### src/rtl/rgb_gray_pipe_pkg.sv
// -----------------------------------------------------------------------------
// rgb_gray_pkg
// Shared constants for the RGB-to-grayscale pipeline. It holds the per-pixel
// mode encodings, the default Q0.8 luminance weights and the Q0.8 rounding
// constant that is added before the >>8.
// There are no ports. The package is imported by rgb_gray_mac and rgb_gray_pipe.
// -----------------------------------------------------------------------------
package rgb_gray_pkg;

  // Per-pixel output mode.
  localparam logic [1:0] MODE_PASS = 2'd0;
  localparam logic [1:0] MODE_GRAY = 2'd1;
  localparam logic [1:0] MODE_INV  = 2'd2;
  localparam logic [1:0] MODE_BIN  = 2'd3;

  // Default luminance weights in Q0.8 (0.30 / 0.59 / 0.11).
  localparam int unsigned DEF_WR = 77;
  localparam int unsigned DEF_WG = 150;
  localparam int unsigned DEF_WB = 29;

  // Half an LSB in Q0.8. Adding it before the >>8 rounds to nearest.
  localparam int unsigned ROUND_Q8 = 128;

endpackage

### src/rtl/rgb_gray_pipe_if.sv
// -----------------------------------------------------------------------------
// rgb_gray_pipe_if
// Pixel bus of the grayscale stage. The input side carries the upstream pixel
// together with its mode and threshold. The output side carries the processed
// pixel and, in the frame-minimum build, the frame-minimum report.
// Optional feature macro: RGB_GRAY_FRAME_MIN_EN adds iFRAME_START, oFRAME_MIN
// and oMIN_VALID.
// Modports:
//   master : the pixel producer/consumer. It drives the i* signals and reads the o* signals.
//   slave  : rgb_gray_pipe. It reads the i* signals and drives the o* signals.
// -----------------------------------------------------------------------------
interface rgb_gray_pipe_if #(
  parameter int unsigned DW = 10
);
  logic          iDVAL;
  logic [DW-1:0] iRed;
  logic [DW-1:0] iGreen;
  logic [DW-1:0] iBlue;
  logic [1:0]    iMODE;
  logic [DW-1:0] iTHRESH;
`ifdef RGB_GRAY_FRAME_MIN_EN
  logic          iFRAME_START;
  logic [DW-1:0] oFRAME_MIN;
  logic          oMIN_VALID;
`endif
  logic          oDVAL;
  logic [DW-1:0] oDATA_R;
  logic [DW-1:0] oDATA_G;
  logic [DW-1:0] oDATA_B;

  modport master (
    output iDVAL, iRed, iGreen, iBlue, iMODE, iTHRESH,
`ifdef RGB_GRAY_FRAME_MIN_EN
    output iFRAME_START,
    input  oFRAME_MIN, oMIN_VALID,
`endif
    input  oDVAL, oDATA_R, oDATA_G, oDATA_B
  );

  modport slave (
    input  iDVAL, iRed, iGreen, iBlue, iMODE, iTHRESH,
`ifdef RGB_GRAY_FRAME_MIN_EN
    input  iFRAME_START,
    output oFRAME_MIN, oMIN_VALID,
`endif
    output oDVAL, oDATA_R, oDATA_G, oDATA_B
  );

endinterface

### src/rtl/rgb_gray_pipe_mac.sv
// -----------------------------------------------------------------------------
// rgb_gray_mac
// This block holds the first two stages of the grayscale pipeline.
//   S1 registers R*WR, G*WG and B*WB, each DW+8 bits wide, and the raw R/G/B.
//   S2 registers the sum of the products plus ROUND_Q8 in DW+10 bits. That
//   width holds three full-scale products plus the rounding constant, so the
//   sum cannot overflow.
// The block does not handle the valid bit or any other sideband signals. The top level
// delays those alongside this datapath.
// Ports:
//   clk           rising-edge clock
//   rst_n         synchronous reset, active-low
//   r_p0/g_p0/b_p0 input components (DW)
//   sum_p2        rounded weighted sum, not yet shifted (DW+10)
//   r_p2/g_p2/b_p2 raw components delayed to line up with sum_p2
// -----------------------------------------------------------------------------
module rgb_gray_mac
  import rgb_gray_pkg::*;
#(
  parameter int unsigned DW = 10,
  parameter int unsigned WR = DEF_WR,
  parameter int unsigned WG = DEF_WG,
  parameter int unsigned WB = DEF_WB
) (
  input  logic           clk,
  input  logic           rst_n,
  input  logic [DW-1:0]  r_p0,
  input  logic [DW-1:0]  g_p0,
  input  logic [DW-1:0]  b_p0,
  output logic [DW+9:0]  sum_p2,
  output logic [DW-1:0]  r_p2,
  output logic [DW-1:0]  g_p2,
  output logic [DW-1:0]  b_p2
);

  localparam logic [7:0]    WR_Q8 = 8'(WR);
  localparam logic [7:0]    WG_Q8 = 8'(WG);
  localparam logic [7:0]    WB_Q8 = 8'(WB);
  localparam logic [DW+9:0] RND   = (DW+10)'(ROUND_Q8);

  logic [DW+7:0] prod_r_p1_d, prod_r_p1_q;
  logic [DW+7:0] prod_g_p1_d, prod_g_p1_q;
  logic [DW+7:0] prod_b_p1_d, prod_b_p1_q;
  logic [DW-1:0] r_p1_d, r_p1_q, g_p1_d, g_p1_q, b_p1_d, b_p1_q;
  logic [DW+9:0] sum_p2_d, sum_p2_q;
  logic [DW-1:0] r_p2_d, r_p2_q, g_p2_d, g_p2_q, b_p2_d, b_p2_q;

  always_comb begin
    // ---- S0 -> S1: weighted products, raw components ----
    prod_r_p1_d = {8'd0, r_p0} * {{DW{1'b0}}, WR_Q8};
    prod_g_p1_d = {8'd0, g_p0} * {{DW{1'b0}}, WG_Q8};
    prod_b_p1_d = {8'd0, b_p0} * {{DW{1'b0}}, WB_Q8};
    r_p1_d      = r_p0;
    g_p1_d      = g_p0;
    b_p1_d      = b_p0;
    // ---- S1 -> S2: sum plus rounding constant ----
    sum_p2_d    = {2'd0, prod_r_p1_q} + {2'd0, prod_g_p1_q}
                + {2'd0, prod_b_p1_q} + RND;
    r_p2_d      = r_p1_q;
    g_p2_d      = g_p1_q;
    b_p2_d      = b_p1_q;
  end

  always_ff @(posedge clk) begin
    if (!rst_n) begin
      prod_r_p1_q <= '0;
      prod_g_p1_q <= '0;
      prod_b_p1_q <= '0;
      r_p1_q      <= '0;
      g_p1_q      <= '0;
      b_p1_q      <= '0;
      sum_p2_q    <= '0;
      r_p2_q      <= '0;
      g_p2_q      <= '0;
      b_p2_q      <= '0;
    end else begin
      prod_r_p1_q <= prod_r_p1_d;
      prod_g_p1_q <= prod_g_p1_d;
      prod_b_p1_q <= prod_b_p1_d;
      r_p1_q      <= r_p1_d;
      g_p1_q      <= g_p1_d;
      b_p1_q      <= b_p1_d;
      sum_p2_q    <= sum_p2_d;
      r_p2_q      <= r_p2_d;
      g_p2_q      <= g_p2_d;
      b_p2_q      <= b_p2_d;
    end
  end

  assign sum_p2 = sum_p2_q;
  assign r_p2   = r_p2_q;
  assign g_p2   = g_p2_q;
  assign b_p2   = b_p2_q;

endmodule

### src/rtl/rgb_gray_pipe.sv
// -----------------------------------------------------------------------------
// rgb_gray_pipe
// RGB-to-grayscale stage that sits between the Bayer-to-RGB converter and the
// pupil search. It computes rounded, saturated, weighted luminance with a fixed
// latency of 3 cycles and has no stall input. rgb_gray_mac forms the products and
// the rounded sum (S1, S2). This level does the shift, the saturation and the
// per-pixel mode select (S3). It also keeps the optional frame-minimum tracker.
// Optional feature macro: RGB_GRAY_FRAME_MIN_EN enables the frame-minimum
// tracker and its ports.
// Ports:
//   iCLK  rising-edge pixel clock
//   iRST  synchronous reset, active-low
//   bus   rgb_gray_pipe_if.slave with these signals:
//         iDVAL, iRed/iGreen/iBlue, iMODE, iTHRESH, [iFRAME_START] are inputs.
//         oDVAL, oDATA_R/G/B, [oFRAME_MIN, oMIN_VALID] are outputs.
// -----------------------------------------------------------------------------
module rgb_gray_pipe
  import rgb_gray_pkg::*;
#(
  parameter int unsigned DW = 10,
  parameter int unsigned WR = DEF_WR,
  parameter int unsigned WG = DEF_WG,
  parameter int unsigned WB = DEF_WB
) (
  input  logic           iCLK,
  input  logic           iRST,
  rgb_gray_pipe_if.slave bus
);

  localparam logic [DW-1:0] ALL_ONES = {DW{1'b1}};

  // Drop the 8 fractional bits. If anything remains above DW bits, the
  // weights sum to more than 1.0, so the result is clamped instead of wrapping.
  function automatic logic [DW-1:0] round_sat(input logic [DW+9:0] sum);
    logic [DW+9:0]  shifted;
    logic [DW-1:0]  res;
    shifted = sum >> 8;
    if (|shifted[DW+9:DW]) res = ALL_ONES;
    else                   res = shifted[DW-1:0];
    return res;
  endfunction

  logic          vld_p1_d, vld_p1_q, vld_p2_d, vld_p2_q;
  logic [1:0]    mode_p1_d, mode_p1_q, mode_p2_d, mode_p2_q;
  logic [DW-1:0] thr_p1_d, thr_p1_q, thr_p2_d, thr_p2_q;
  logic [DW+9:0] sum_p2;
  logic [DW-1:0] r_p2, g_p2, b_p2;
  logic [DW-1:0] y_p2;
  logic          dval_p3_d, dval_p3_q;
  logic [DW-1:0] dr_p3_d, dr_p3_q, dg_p3_d, dg_p3_q, db_p3_d, db_p3_q;

  rgb_gray_mac #(
    .DW (DW),
    .WR (WR),
    .WG (WG),
    .WB (WB)
  ) u_mac (
    .clk    (iCLK),
    .rst_n  (iRST),
    .r_p0   (bus.iRed),
    .g_p0   (bus.iGreen),
    .b_p0   (bus.iBlue),
    .sum_p2 (sum_p2),
    .r_p2   (r_p2),
    .g_p2   (g_p2),
    .b_p2   (b_p2)
  );

  always_comb begin
    // ---- S0 -> S1: sideband sampled with the pixel ----
    vld_p1_d  = bus.iDVAL;
    mode_p1_d = bus.iMODE;
    thr_p1_d  = bus.iTHRESH;
    // ---- S1 -> S2 ----
    vld_p2_d  = vld_p1_q;
    mode_p2_d = mode_p1_q;
    thr_p2_d  = thr_p1_q;
    // ---- S2 -> S3: saturate, then apply the pixel's own mode ----
    y_p2      = round_sat(sum_p2);
    dval_p3_d = vld_p2_q;
    dr_p3_d   = r_p2;
    dg_p3_d   = g_p2;
    db_p3_d   = b_p2;
    case (mode_p2_q)
      MODE_GRAY: begin
        dr_p3_d = y_p2;
        dg_p3_d = y_p2;
        db_p3_d = y_p2;
      end
      MODE_INV: begin
        dr_p3_d = ALL_ONES - y_p2;
        dg_p3_d = ALL_ONES - y_p2;
        db_p3_d = ALL_ONES - y_p2;
      end
      MODE_BIN: begin
        // Pixels strictly darker than the threshold are marked as pupil candidates (all-ones).
        dr_p3_d = (y_p2 < thr_p2_q) ? ALL_ONES : '0;
        dg_p3_d = dr_p3_d;
        db_p3_d = dr_p3_d;
      end
      default: ;
    endcase
  end

  always_ff @(posedge iCLK) begin
    if (!iRST) begin
      vld_p1_q  <= 1'b0;
      vld_p2_q  <= 1'b0;
      mode_p1_q <= '0;
      mode_p2_q <= '0;
      thr_p1_q  <= '0;
      thr_p2_q  <= '0;
      dval_p3_q <= 1'b0;
      dr_p3_q   <= '0;
      dg_p3_q   <= '0;
      db_p3_q   <= '0;
    end else begin
      vld_p1_q  <= vld_p1_d;
      vld_p2_q  <= vld_p2_d;
      mode_p1_q <= mode_p1_d;
      mode_p2_q <= mode_p2_d;
      thr_p1_q  <= thr_p1_d;
      thr_p2_q  <= thr_p2_d;
      dval_p3_q <= dval_p3_d;
      dr_p3_q   <= dr_p3_d;
      dg_p3_q   <= dg_p3_d;
      db_p3_q   <= db_p3_d;
    end
  end

  assign bus.oDVAL   = dval_p3_q;
  assign bus.oDATA_R = dr_p3_q;
  assign bus.oDATA_G = dg_p3_q;
  assign bus.oDATA_B = db_p3_q;

`ifdef RGB_GRAY_FRAME_MIN_EN
  logic          fs_p1_d, fs_p1_q, fs_p2_d, fs_p2_q;
  logic [DW-1:0] run_min_d, run_min_q;
  logic [DW-1:0] frame_min_d, frame_min_q;
  logic          min_vld_d, min_vld_q;

  always_comb begin
    // ---- S0 -> S1 / S1 -> S2: frame start travels with its pixel ----
    fs_p1_d     = bus.iFRAME_START & bus.iDVAL;
    fs_p2_d     = fs_p1_q;
    // ---- S2 -> S3: running minimum over every valid pixel, any mode ----
    run_min_d   = run_min_q;
    frame_min_d = frame_min_q;
    min_vld_d   = 1'b0;
    if (vld_p2_q) begin
      if (fs_p2_q) begin
        // The start pixel closes the previous frame and also seeds the new one.
        frame_min_d = run_min_q;
        min_vld_d   = 1'b1;
        run_min_d   = y_p2;
      end else if (y_p2 < run_min_q) begin
        run_min_d   = y_p2;
      end
    end
  end

  always_ff @(posedge iCLK) begin
    if (!iRST) begin
      fs_p1_q     <= 1'b0;
      fs_p2_q     <= 1'b0;
      run_min_q   <= ALL_ONES;
      frame_min_q <= ALL_ONES;
      min_vld_q   <= 1'b0;
    end else begin
      fs_p1_q     <= fs_p1_d;
      fs_p2_q     <= fs_p2_d;
      run_min_q   <= run_min_d;
      frame_min_q <= frame_min_d;
      min_vld_q   <= min_vld_d;
    end
  end

  assign bus.oFRAME_MIN = frame_min_q;
  assign bus.oMIN_VALID = min_vld_q;
`endif

endmodule

### src/flat_wrapper.sv
// flat-port wrapper written by rule: the top's interface ports become plain ports
module rgb_gray_pipe_flat import rgb_gray_pkg::*;
#(
  parameter int unsigned DW = 10,
  parameter int unsigned WR = DEF_WR,
  parameter int unsigned WG = DEF_WG,
  parameter int unsigned WB = DEF_WB
)
  (iCLK, iRST, bus_iDVAL, bus_iRed, bus_iGreen, bus_iBlue, bus_iMODE, bus_iTHRESH, bus_oDVAL, bus_oDATA_R, bus_oDATA_G, bus_oDATA_B);
  rgb_gray_pipe_if #(.DW(DW)) bus_i ();
  input  logic iCLK;
  input  logic iRST;
  input wire logic [$bits(bus_i.iDVAL)-1:0] bus_iDVAL;
  input wire logic [$bits(bus_i.iRed)-1:0] bus_iRed;
  input wire logic [$bits(bus_i.iGreen)-1:0] bus_iGreen;
  input wire logic [$bits(bus_i.iBlue)-1:0] bus_iBlue;
  input wire logic [$bits(bus_i.iMODE)-1:0] bus_iMODE;
  input wire logic [$bits(bus_i.iTHRESH)-1:0] bus_iTHRESH;
  output wire logic [$bits(bus_i.oDVAL)-1:0] bus_oDVAL;
  output wire logic [$bits(bus_i.oDATA_R)-1:0] bus_oDATA_R;
  output wire logic [$bits(bus_i.oDATA_G)-1:0] bus_oDATA_G;
  output wire logic [$bits(bus_i.oDATA_B)-1:0] bus_oDATA_B;
  assign bus_i.iDVAL = bus_iDVAL;
  assign bus_i.iRed = bus_iRed;
  assign bus_i.iGreen = bus_iGreen;
  assign bus_i.iBlue = bus_iBlue;
  assign bus_i.iMODE = bus_iMODE;
  assign bus_i.iTHRESH = bus_iTHRESH;
  assign bus_oDVAL = bus_i.oDVAL;
  assign bus_oDATA_R = bus_i.oDATA_R;
  assign bus_oDATA_G = bus_i.oDATA_G;
  assign bus_oDATA_B = bus_i.oDATA_B;
  rgb_gray_pipe #(.DW(DW), .WR(WR), .WG(WG), .WB(WB)) u_core (.iCLK(iCLK), .iRST(iRST), .bus(bus_i));
endmodule
### config.mk
export PLATFORM = sky130hd
export DESIGN_NAME = rgb_gray_pipe_flat
export DESIGN_NICKNAME = d
export VERILOG_FILES = /design/src/rtl/rgb_gray_pipe_pkg.sv /design/src/rtl/rgb_gray_pipe_if.sv /design/src/rtl/rgb_gray_pipe_mac.sv /design/src/rtl/rgb_gray_pipe.sv /design/src/flat_wrapper.sv
export SDC_FILE = /design/constraint.sdc
export NUM_CORES = 1
export LEC_CHECK = 0
export ABC_AREA = 1
export CAP_MARGIN = 5
export CELL_PAD_IN_SITES_DETAIL_PLACEMENT = 0
export CELL_PAD_IN_SITES_GLOBAL_PLACEMENT = 1
export CORE_MARGIN = 3
export CORE_UTILIZATION = 41
export CTS_BUF_LIST = sky130_fd_sc_hd__clkbuf_8
export DETAILED_ROUTE_END_ITERATION = 8
export GPL_ROUTABILITY_DRIVEN = 0
export PLACE_DENSITY_LB_ADDON = 0.08
export SYNTH_ARGS = -nofsm -noshare
export SYNTH_HDL_FRONTEND = slang
export SYNTH_HIERARCHICAL = 1
export SYNTH_SLANG_ARGS = --single-unit
### constraint.sdc
create_clock -name iCLK -period 3.55 [get_ports iCLK]
set_input_delay 0.71 -clock iCLK [delete_from_list [all_inputs] [get_ports iCLK]]
set_output_delay 0.71 -clock iCLK [all_outputs]
set_load 0.01 [all_outputs]
==> summary.txt <==
Max-Cap Viols = 0
vias in the first global route = 8,670
GR Overflow Total = 0
peak supply drop = 477 uV
syn nets = 1,761
Max-slew headroom = 0.658
I/O pin total = 76
Psw = 4030 uW
Routed WL = 25,800 um
Min Clock Period, post-route = 3.44 ns
Final Net Count = 1,913
Remaining DRCs = 0
Critical Path AT = 3.81 ns
Post-CTS Setup Inserts = 0
P&R area growth vs syn = 20.7%
worst-skew pair later-pin latency = 0.46 ns
post-synthesis average cell area = 7.44 um2
ANT nets after route = 0
Slowest-stage cell, CP = fa_1
WP buf/inv = 5
number of H-tree levels = 4
CTS sink count = 173
hold slack final = 0.411 ns
1st-iter DRT viols = 439
Fill cells = 2,662
period utilization = 0.968
CTS root buffer = clkbuf_8
via count = 8,845
Crit path max-delay family = adder cells
f_max = 291 MHz
logic gate share of total power = 0.569
hold_buf cts = 0
crit path capture type = flip-flop
CP cell instances = clkdlybuf4s50_1 -> inv_1 -> fa_1 -> inv_1 -> ha_1 -> inv_1 -> fa_1 -> inv_1 -> ha_1 -> nand2_1 -> nand2_1 -> nand2_1 -> nand2_1 -> a21oi_2 -> o21ai_0 -> a21oi_1
TritonCTS clock tree = yes
GR peak layer = met2
WL per Instance = 12.9 um
Syn. warnings = 6
Final Hold Viols = 0
status = finished, final reports clean
Critical Path Max Stage Delay = 0.54 ns
worst hold path class = reg -> reg
Avg Vias per Cell = 4.41
Worst Tran Pin Value = 0.511 ns
Lkg Pwr = 0.00796 uW
GRT met1 Usage = 0.252
Clock power frac = 0.166
post-DP HPWL = 21,300 um
Tot GR Track Use = 0.183
die extent in y = 171 um
Die Area = 29,300 um2
Chip Width = 171 um
clock buffer depth = 2
post-route setup slack = 0.112 ns
Clock Skew = 0.0186 ns
Setup-failing EPs final = 0
share of cells above drive strength 1 = 0.119
Sw Share = 0.455
Critical Path Fanout Max = 4
pre-CTS setup slack = -0.611 ns
Clock transition at path regs = 0.11 ns
initial antenna violation count = 0
core area = 26,400 um2
Post-Syn Area = 11,200 um2
Starting Density = 0.423
Crit Path Class = in -> reg
n_diodes = 0
WP data required = 3.92 ns
row count = 59
cell-internal power = 4820 uW
Mapped Cells = 1,504
global-route wire length before repair = 42,800 um
max-slew violations = 0
part of the power in registers = 0.264
Num CTS Buffers = 17
pwr dens = 655 nW/um2
Global Route met2 Usage = 0.306
pin count of the biggest net entering global routing = 107
first-pass detailed-route iteration total = 5
port buffer count = 75
setup TNS = 0 ns
met3 GRT Util = 0.0267
Worst Setup Start Kind = input pin
-- sequential cells by signal, summed over array words and instances (netlist names), 8 cells and up --
| register | cells |
|---|---|
| u_core/u_mac/r_p2 | 10 |
| u_core/u_mac/b_p1_q | 8 |
| u_core/bus.oDATA_B | 10 |
| u_core/u_mac/b_p2 | 10 |
| u_core/u_mac/g_p2 | 10 |
| u_core/u_mac/sum_p2 | 12 |
| u_core/u_mac/prod_g_p1_q | 17 |
| u_core/u_mac/prod_b_p1_q | 15 |
| u_core/u_mac/prod_r_p1_q | 17 |
| u_core/u_mac/g_p1_q | 9 |
| u_core/bus.oDATA_G | 10 |
| u_core/u_mac/r_p1_q | 8 |
| u_core/thr_p2_q | 10 |
| u_core/thr_p1_q | 10 |
| u_core/bus.oDATA_R | 10 |
-- power by group through the flow --
| stage | registers (uW) | clock network (uW) | logic, uW |
|---|---|---|---|
| 6_report | 2340 | 1470 | 5030 |
| 5_1_grt | 2370 | 1600 | 5810 |
| 4_1_cts | 2350 | 1540 | 4900 |
| 3_5_place_dp | 2390 | 0 | 4830 |
| 3_3_place_gp | 2390 | 0 | 4840 |
| 2_1_floorplan | 2360 | 0 | 3390 |
-- through the flow --
stage,power (uW),instances,util,area (um2)
global route,9780,2004,0.511,13500
floorplan,5750,1504,-,11200
global placement,7230,1972,0.486,12900
detailed placement,7220,1972,0.486,12900
CTS,8780,2004,0.503,13300
finish,8850,2004,0.511,13500
-- placed cells by master, fill, tap and decap left out, drive strengths merged, types with 3 or more instances in the layout --
master	count
nor2	107
nand3	73
a21oi	58
buf	85
nor3	9
nor3b	3
clkdlybuf4s50	67
clkbuf	17
ha	159
dfxtp	173
nand2	430
fa	53
inv	385
dlygate4sd2	4
o21ai	19
dlymetal6s2s	3
clkinv	8
-- worst paths after layout --
kind / start / to / slack, ns / depth (start not counted)
min: u_core/thr_p1_q[1] / u_core/thr_p2_q[1] / 0.41 / 2
max: bus_iBlue[2] / u_core/u_mac/prod_b_p1_q[9] / 0.11 / 16
min reg2reg: u_core/thr_p1_q[1] / u_core/thr_p2_q[1] / 0.41 / 2
max reg2reg: u_core/u_mac/prod_r_p1_q[2] / u_core/u_mac/sum_p2[14] / 0.93 / 15
-- final cells by class --
class                           count  area, um2  share of cell area
Clock inverter                     15        208              0.0154
Inverter                          379       1420               0.105
Clock buffer                       17        234              0.0173
Timing Repair Buffer              159       1400               0.103
Tap cell                          335        419              0.0310
Sequential cell                   173       3460               0.256
Multi-Input combinational cell    926       6360               0.471
-- worst register-to-register path: stages, from the launching register on --
cell,delay (ns)
dfxtp_1,0.37
inv_1,0.07
fa_1,0.52
inv_1,0.04
ha_1,0.28
ha_1,0.22
fa_1,0.36
nand2_1,0.06
nand2_1,0.11
nand3_2,0.11
nand2_2,0.10
nand2_2,0.08
nand2_1,0.05
nand2_1,0.06
inv_2,0.04
nor2_2,0.09
-- routing by layer --
metal | vias to the layer above | routed length (um)
li1 | 4768 | -
met1 | 3953 | 12900
met2 | 106 | 12000
met3 | 18 | 624
met4 | 0 | 333
met5 | - | 0
-- what timing repair did --
action,CTS,global route
pin swaps,0,7
resized for setup,6,33
endpoints found under the setup margin,10,21
endpoints found under the hold margin,0,0
gates cloned,0,0
(Power assumes the default switching activity.)
